<file path="config.mk">
export PLATFORM = sky130hd
export DESIGN_NAME = mem_wb_ldq
export DESIGN_NICKNAME = d
export VERILOG_FILES = /design/src/rtl/mem_wb_ldq_pkg.sv /design/src/rtl/mem_wb_ldq_ld_extend.sv /design/src/rtl/mem_wb_ldq.sv
export SDC_FILE = /design/constraint.sdc
export NUM_CORES = 1
export LEC_CHECK = 0
export ABC_AREA = 1
export CAP_MARGIN = 15
export CORE_AREA = 2 2 99 72
export DETAILED_ROUTE_END_ITERATION = 8
export DIE_AREA = 0 0 101 74
export PLACE_DENSITY = 0.84
export SLEW_MARGIN = 20
export SYNTH_ARGS = -nofsm -noshare
export SYNTH_HDL_FRONTEND = slang
export SYNTH_SLANG_ARGS = --single-unit
export TNS_END_PERCENT = 10
</file>
<file path="constraint.sdc">
create_clock -name clk -period 3.7 [get_ports clk]
set_clock_uncertainty 0.05 [all_clocks]
set_input_delay 0.74 -clock clk [delete_from_list [all_inputs] [get_ports clk]]
set_output_delay 0.74 -clock clk [all_outputs]
set_load 0.1 [all_outputs]
</file>
<file path="src/rtl/mem_wb_ldq_pkg.sv">
// Shared encodings for the MEM/WB load-wait stage: load sizes, stall/write
// polarities, bubble values and the FSM state type.
package mem_wb_ldq_pkg;
  localparam logic [1:0] LD_B = 2'b00;
  localparam logic [1:0] LD_H = 2'b01;
  localparam logic [1:0] LD_W = 2'b10;

  localparam logic STOP          = 1'b1;
  localparam logic NO_STOP       = 1'b0;
  localparam logic WRITE_DISABLE = 1'b0;
  localparam logic WRITE_ENABLE  = 1'b1;

  // Bubble values, cast to the instance widths at the point of use.
  localparam int NOP_REG_ADDR = 0;
  localparam int ZERO_WORD    = 0;

  typedef enum logic {
    ST_IDLE = 1'b0,
    ST_WAIT = 1'b1
  } state_e;
endpackage

</file>
<file path="src/rtl/mem_wb_ldq_ld_extend.sv">
// Combinational byte/half/word sign- or zero-extension of lane-aligned load
// data; also usable on the forwarding path.
module ld_extend
  import mem_wb_ldq_pkg::*;
#(
  parameter int DATA_W = 32
) (
  input  logic [DATA_W-1:0] data,
  input  logic [1:0]        size,
  input  logic              uns,
  output logic [DATA_W-1:0] ext
);
  logic [DATA_W-1:0] word_ext;

  // Word loads only need extension when the datapath is wider than 32 bits.
  generate
    if (DATA_W > 32) begin : g_wide
      assign word_ext = {{(DATA_W-32){~uns & data[31]}}, data[31:0]};
    end else begin : g_narrow
      assign word_ext = data[31:0];
    end
  endgenerate

  always_comb begin
    ext = word_ext;
    case (size)
      LD_B:         ext = {{(DATA_W-8){~uns & data[7]}}, data[7:0]};
      LD_H:         ext = {{(DATA_W-16){~uns & data[15]}}, data[15:0]};
      LD_W, 2'b11:  ext = word_ext;
      default:      ext = word_ext;
    endcase
  end
endmodule

</file>
<file path="src/rtl/mem_wb_ldq.sv">
// MEM/WB pipeline register with a load-wait FSM: forwards ALU results in one
// cycle, parks the destination while a load is outstanding, and watchdogs it.
module mem_wb_ldq
  import mem_wb_ldq_pkg::*;
#(
  parameter int DATA_W     = 32,
  parameter int REG_ADDR_W = 5,
  parameter int STALL_W    = 6,
  parameter int STAGE_IDX  = 4,
  parameter int TIMEOUT    = 255
) (
  input  logic                  clk,
  input  logic                  rst,
  input  logic [REG_ADDR_W-1:0] mem_wd,
  input  logic                  mem_wreg,
  input  logic [DATA_W-1:0]     mem_wdata,
  input  logic                  mem_load,
  input  logic [1:0]            mem_ld_size,
  input  logic                  mem_ld_unsigned,
  input  logic                  mmem_finished,
  input  logic [DATA_W-1:0]     mmem_data,
  input  logic [STALL_W-1:0]    stall,
  input  logic                  flush,
  output logic [REG_ADDR_W-1:0] wb_wd,
  output logic                  wb_wreg,
  output logic [DATA_W-1:0]     wb_wdata,
  output logic                  wb_busy,
  output logic                  wb_timeout
);
  // TIMEOUT=0 still gets a 1-bit counter so the datapath stays well formed.
  localparam int CNT_W = (TIMEOUT > 0) ? $clog2(TIMEOUT + 1) : 1;
  localparam logic [CNT_W-1:0] CNT_LAST = (TIMEOUT > 0) ? CNT_W'(TIMEOUT - 1) : '0;
  localparam logic [CNT_W-1:0] CNT_SAT  = '1;

  state_e                state_q, state_d;
  logic [CNT_W-1:0]      cnt_q, cnt_d;
  logic [1:0]            size_q, size_d;
  logic                  uns_q, uns_d;
  logic [REG_ADDR_W-1:0] wd_d;
  logic                  wreg_d, tmo_d;
  logic [DATA_W-1:0]     wdata_d, ext_data;
  logic                  s, n, stall_unused;

  assign s = stall[STAGE_IDX];
  assign n = stall[STAGE_IDX+1];
  assign stall_unused = ^stall;

  ld_extend #(.DATA_W(DATA_W)) u_ext (
    .data (mmem_data),
    .size (size_q),
    .uns  (uns_q),
    .ext  (ext_data)
  );

  always_comb begin
    state_d = state_q;
    cnt_d   = cnt_q;
    size_d  = size_q;
    uns_d   = uns_q;
    wd_d    = wb_wd;
    wreg_d  = wb_wreg;
    wdata_d = wb_wdata;
    tmo_d   = wb_timeout;
    case (state_q)
      ST_IDLE: begin
        if (flush || (s == STOP && n == NO_STOP)) begin
          wd_d    = REG_ADDR_W'(NOP_REG_ADDR);
          wreg_d  = WRITE_DISABLE;
          wdata_d = DATA_W'(ZERO_WORD);
        end else if (s == STOP) begin
          // Downstream is also stopped: hold everything.
        end else if (mem_load) begin
          wd_d    = mem_wd;
          wreg_d  = WRITE_DISABLE;
          size_d  = mem_ld_size;
          uns_d   = mem_ld_unsigned;
          cnt_d   = '0;
          state_d = ST_WAIT;
        end else begin
          wd_d    = mem_wd;
          wreg_d  = mem_wreg;
          wdata_d = mem_wdata;
        end
      end
      ST_WAIT: begin
        if (flush) begin
          wd_d    = REG_ADDR_W'(NOP_REG_ADDR);
          wreg_d  = WRITE_DISABLE;
          wdata_d = DATA_W'(ZERO_WORD);
          state_d = ST_IDLE;
        end else if (mmem_finished) begin
          wreg_d  = WRITE_ENABLE;
          wdata_d = ext_data;
          state_d = ST_IDLE;
        end else if (TIMEOUT != 0 && cnt_q == CNT_LAST) begin
          tmo_d   = 1'b1;
          wd_d    = REG_ADDR_W'(NOP_REG_ADDR);
          wreg_d  = WRITE_DISABLE;
          wdata_d = DATA_W'(ZERO_WORD);
          state_d = ST_IDLE;
        end else if (cnt_q != CNT_SAT) begin
          cnt_d = cnt_q + CNT_W'(1);
        end
      end
      default: state_d = ST_IDLE;
    endcase
  end

  always_ff @(posedge clk or posedge rst) begin
    if (rst) begin
      state_q    <= ST_IDLE;
      cnt_q      <= '0;
      size_q     <= LD_W;
      uns_q      <= 1'b0;
      wb_wd      <= '0;
      wb_wreg    <= 1'b0;
      wb_wdata   <= '0;
      wb_busy    <= 1'b0;
      wb_timeout <= 1'b0;
    end else begin
      state_q    <= state_d;
      cnt_q      <= cnt_d;
      size_q     <= size_d;
      uns_q      <= uns_d;
      wb_wd      <= wd_d;
      wb_wreg    <= wreg_d;
      wb_wdata   <= wdata_d;
      wb_busy    <= (state_d == ST_WAIT);
      wb_timeout <= tmo_d;
    end
  end
endmodule

</file>
==> impl_metrics.sql <==
INSERT INTO impl_metrics (metric_group, metric, value, unit) VALUES
('clock_network', 'cts-buffers-inserted', '5', ''),
('clock_network', 'clk-insertion-delay-late', '0.30', 'ns'),
('worst_setup_path', 'worst-r2r-cell-count', '7', ''),
('pwr', 'cellLeakagePower', '2.11', 'nW'),
('sta', 'rsz_0062_raised_after_global_routing', 'false', ''),
('sta', 'setup_viol', '0', ''),
('pwr', 'ir_drop', '260', 'uV'),
('global_routing', 'vias_in_the_first_global_route', '2897', ''),
('sta', 'pins_over_their_slew_limit', '0', ''),
('worst_setup_path', 'worst_setup_path_end_kind', 'primary output', ''),
('route', 'wl_met2', '3740', 'um'),
('logic_synthesis', 'post_synth_and_or_nand_nor_area_fraction', '43.6', '%'),
('die', 'floorplan.die.height', '74', 'um'),
('worst_setup_path', 'critical-path-top-delay-family', 'buffers and inverters', ''),
('place', 'dp_cells', '611', ''),
('die', 'floorplan.initialDensity', '44.8', '%'),
('logic_synthesis', 'synth_area_per_inst', '6.87', 'um^2'),
('route', 'drt-pass1-iter-count', '4', ''),
('clock_network', 'clock_tree.root_cell', 'sky130_fd_sc_hd__clkbuf_8', ''),
('clock_network', 'worst_setup_hold_path_clk_slew', '0.09', 'ns'),
('logic_synthesis', 'yosys-mux-area-fraction', '0', '%'),
('global_routing', 'antenna_found_initial', '0', ''),
('logic_synthesis', 'synthDominantAreaCellType', 'sky130_fd_sc_hd__dfrtp_1', ''),
('hold_path', 'hold_depth', '1', ''),
('worst_setup_path', 'timing.critical_path.slowest_cell_delay', '1.14', 'ns'),
('place', 'place_ws', '0.862', 'ns'),
('hold_path', 'min_path_type', 'register to register', ''),
('clock_network', 'post_cts_buffers', '0', ''),
('status', 'run_status', 'complete, no violations', ''),
('route', 'viasPerCell', '4.83', ''),
('sta', 'clock.fmax', '383', 'MHz'),
('sta', 'maxSlewHeadroom', '32.2', '%'),
('logic_synthesis', 'synth-seq-area-share', '43.4', '%'),
('worst_setup_path', 'worst-setup-path-type', 'register to primary output', ''),
('logic_synthesis', 'synth.ff_latch_count', '51', ''),
('worst_setup_path', 'r2r_slack', '1.55', 'ns'),
('route', 'drt.antenna.violating_nets', '0', ''),
('place', 'dp_hpwl', '5550', 'um'),
('global_routing', 'grt_max_degree', '52', ''),
('final_layout', 'fill_cells', '562', ''),
('final_layout', 'final_cells', '619', ''),
('final_layout', 'layout_common_cells', 'sky130_fd_sc_hd__nand2_1 (256), sky130_fd_sc_hd__clkdlybuf4s50_1 (118), sky130_fd_sc_hd__dfrtp_1 (50)', ''),
('logic_synthesis', 'synth.top_cell.area_share', '42.5', '%'),
('global_routing', 'global_route.usage.total', '21.5', '%'),
('route', 'num_vias', '2988', ''),
('hold_path', 'hold_end', 'wb_timeout', ''),
('final_layout', 'drive_gt1_share', '7.81', '%'),
('pwr', 'p_total', '0.00175', 'W'),
('sta', 'final_min_period_over_clock_period', '70.6', '%'),
('final_layout', 'num_antenna_cells', '0', ''),
('die', 'core-area', '0.00657', 'mm^2'),
('clock_network', 'postCtsResizedCells', '0', ''),
('worst_setup_path', 'crit_arrival', '1.82', 'ns'),
('logic_synthesis', 'synthAdderAreaFrac', '0.851', '%'),
('logic_synthesis', 'synthDistinctLibCells', '27', ''),
('logic_synthesis', 'netlist_area', '0.00294', 'mm^2'),
('route', 'wl_met3', '527', 'um'),
('sta', 'max_slew.worst_pin.slew', '1.01', 'ns'),
('global_routing', 'globalRouteOverflowTotal', '0', ''),
('logic_synthesis', 'synth_compound_area_share', '5.95', '%'),
('worst_setup_path', 'critical_path.slowest_cell', 'sky130_fd_sc_hd__clkdlybuf4s50_1', ''),
('place', 'place_congestion', '0.824', ''),
('route', 'm1WireLength', '3600', 'um'),
('die', 'die_area', '0.00747', 'mm^2'),
('sta', 'final_hold_viol_count', '0', ''),
('worst_setup_path', 'reg2reg_from', 'state_q', ''),
('hold_path', 'worstHoldStart', 'wb_timeout', ''),
('logic_synthesis', 'yosysWarningCount', '0', ''),
('route', 'drt_drc_violations_left', '0', ''),
('worst_setup_path', 'path_max_fanout', '2', ''),
('worst_setup_path', 'worst_ep_required_time', '2.91', 'ns');
[Yosys cell counts, drive strengths merged]
| cell type | instances |
|---|---|
| a21oi | 17 |
| a31o | 1 |
| a31oi | 1 |
| buf | 14 |
| clkbuf | 6 |
| dfrtp | 50 |
| dfstp | 1 |
| ha | 2 |
| inv | 15 |
| nand2 | 264 |
| nand3 | 13 |
| nand3b | 2 |
| nor2 | 15 |
| nor3 | 1 |
| o21ai | 15 |
| or2 | 11 |
[layer usage]
metal	vias up	GRT usage, %
li1	1528	-
met1	1359	26.9
met2	97	38.3
met3	4	4.42
met4	0	6.46
met5	-	0
[cell type report]
| class | instances | area, um^2 | share of cell area, % |
|---|---|---|---|
| clock inverters | 2 | 35.0 | 0.825 |
| multi-input cells | 342 | 1480 | 34.9 |
| inverters | 15 | 57.6 | 1.35 |
| flip-flops and latches | 51 | 1280 | 30.1 |
| clock buffers | 6 | 82.6 | 1.94 |
| well taps | 81 | 101 | 2.39 |
| repair buffers | 122 | 1210 | 28.5 |
[flip-flops by register name, summed over array words and instances, names as in the netlist]
signal	flops
state_q	1
wb_timeout	1
size_q	2
cnt_q	8
wb_wdata	32
wb_wd	5
wb_wreg	1
uns_q	1
[cell families after synthesis]
group / Yosys count
AO/OA/AOI/OAI: 34
flip-flops: 51
AND/OR/NAND/NOR: 306
adder cells (fa/ha/maj): 2
buffers and inverters: 35
[power breakdown]
| part | switching, W | internal (W) |
|---|---|---|
| clock | 0.000179 | 0.000219 |
| combinational | 0.000490 | 0.000210 |
| sequential | 0.0000425 | 0.000607 |
| total | 0.000712 | 0.00104 |
[metrics by stage]
| step | hold slack, ns | area, um^2 |
|---|---|---|
| global route | 0.452 | 4250 |
| global placement | 0.408 | 4130 |
| CTS | 0.432 | 4250 |
| finish | 0.426 | 4250 |
| floorplan | 0.431 | 2940 |
| detailed placement | 0.411 | 4130 |
[worst max-delay path by stage]
stage / start / endpoint / slack (ns) / cells after the start
4_1_cts: wb_wdata[31] / wb_wdata[31] / 1.08 / 1
3_5_place_dp: flush / wb_wdata[25] / 0.86 / 8
3_3_place_gp: flush / wb_wdata[30] / 0.93 / 8
2_1_floorplan: state_q / wb_wdata[0] / 1.64 / 8
6_report: wb_wdata[25] / wb_wdata[25] / 1.09 / 1
5_1_grt: flush / wb_wdata[27] / 1.03 / 8
(Power assumes the default switching activity.)
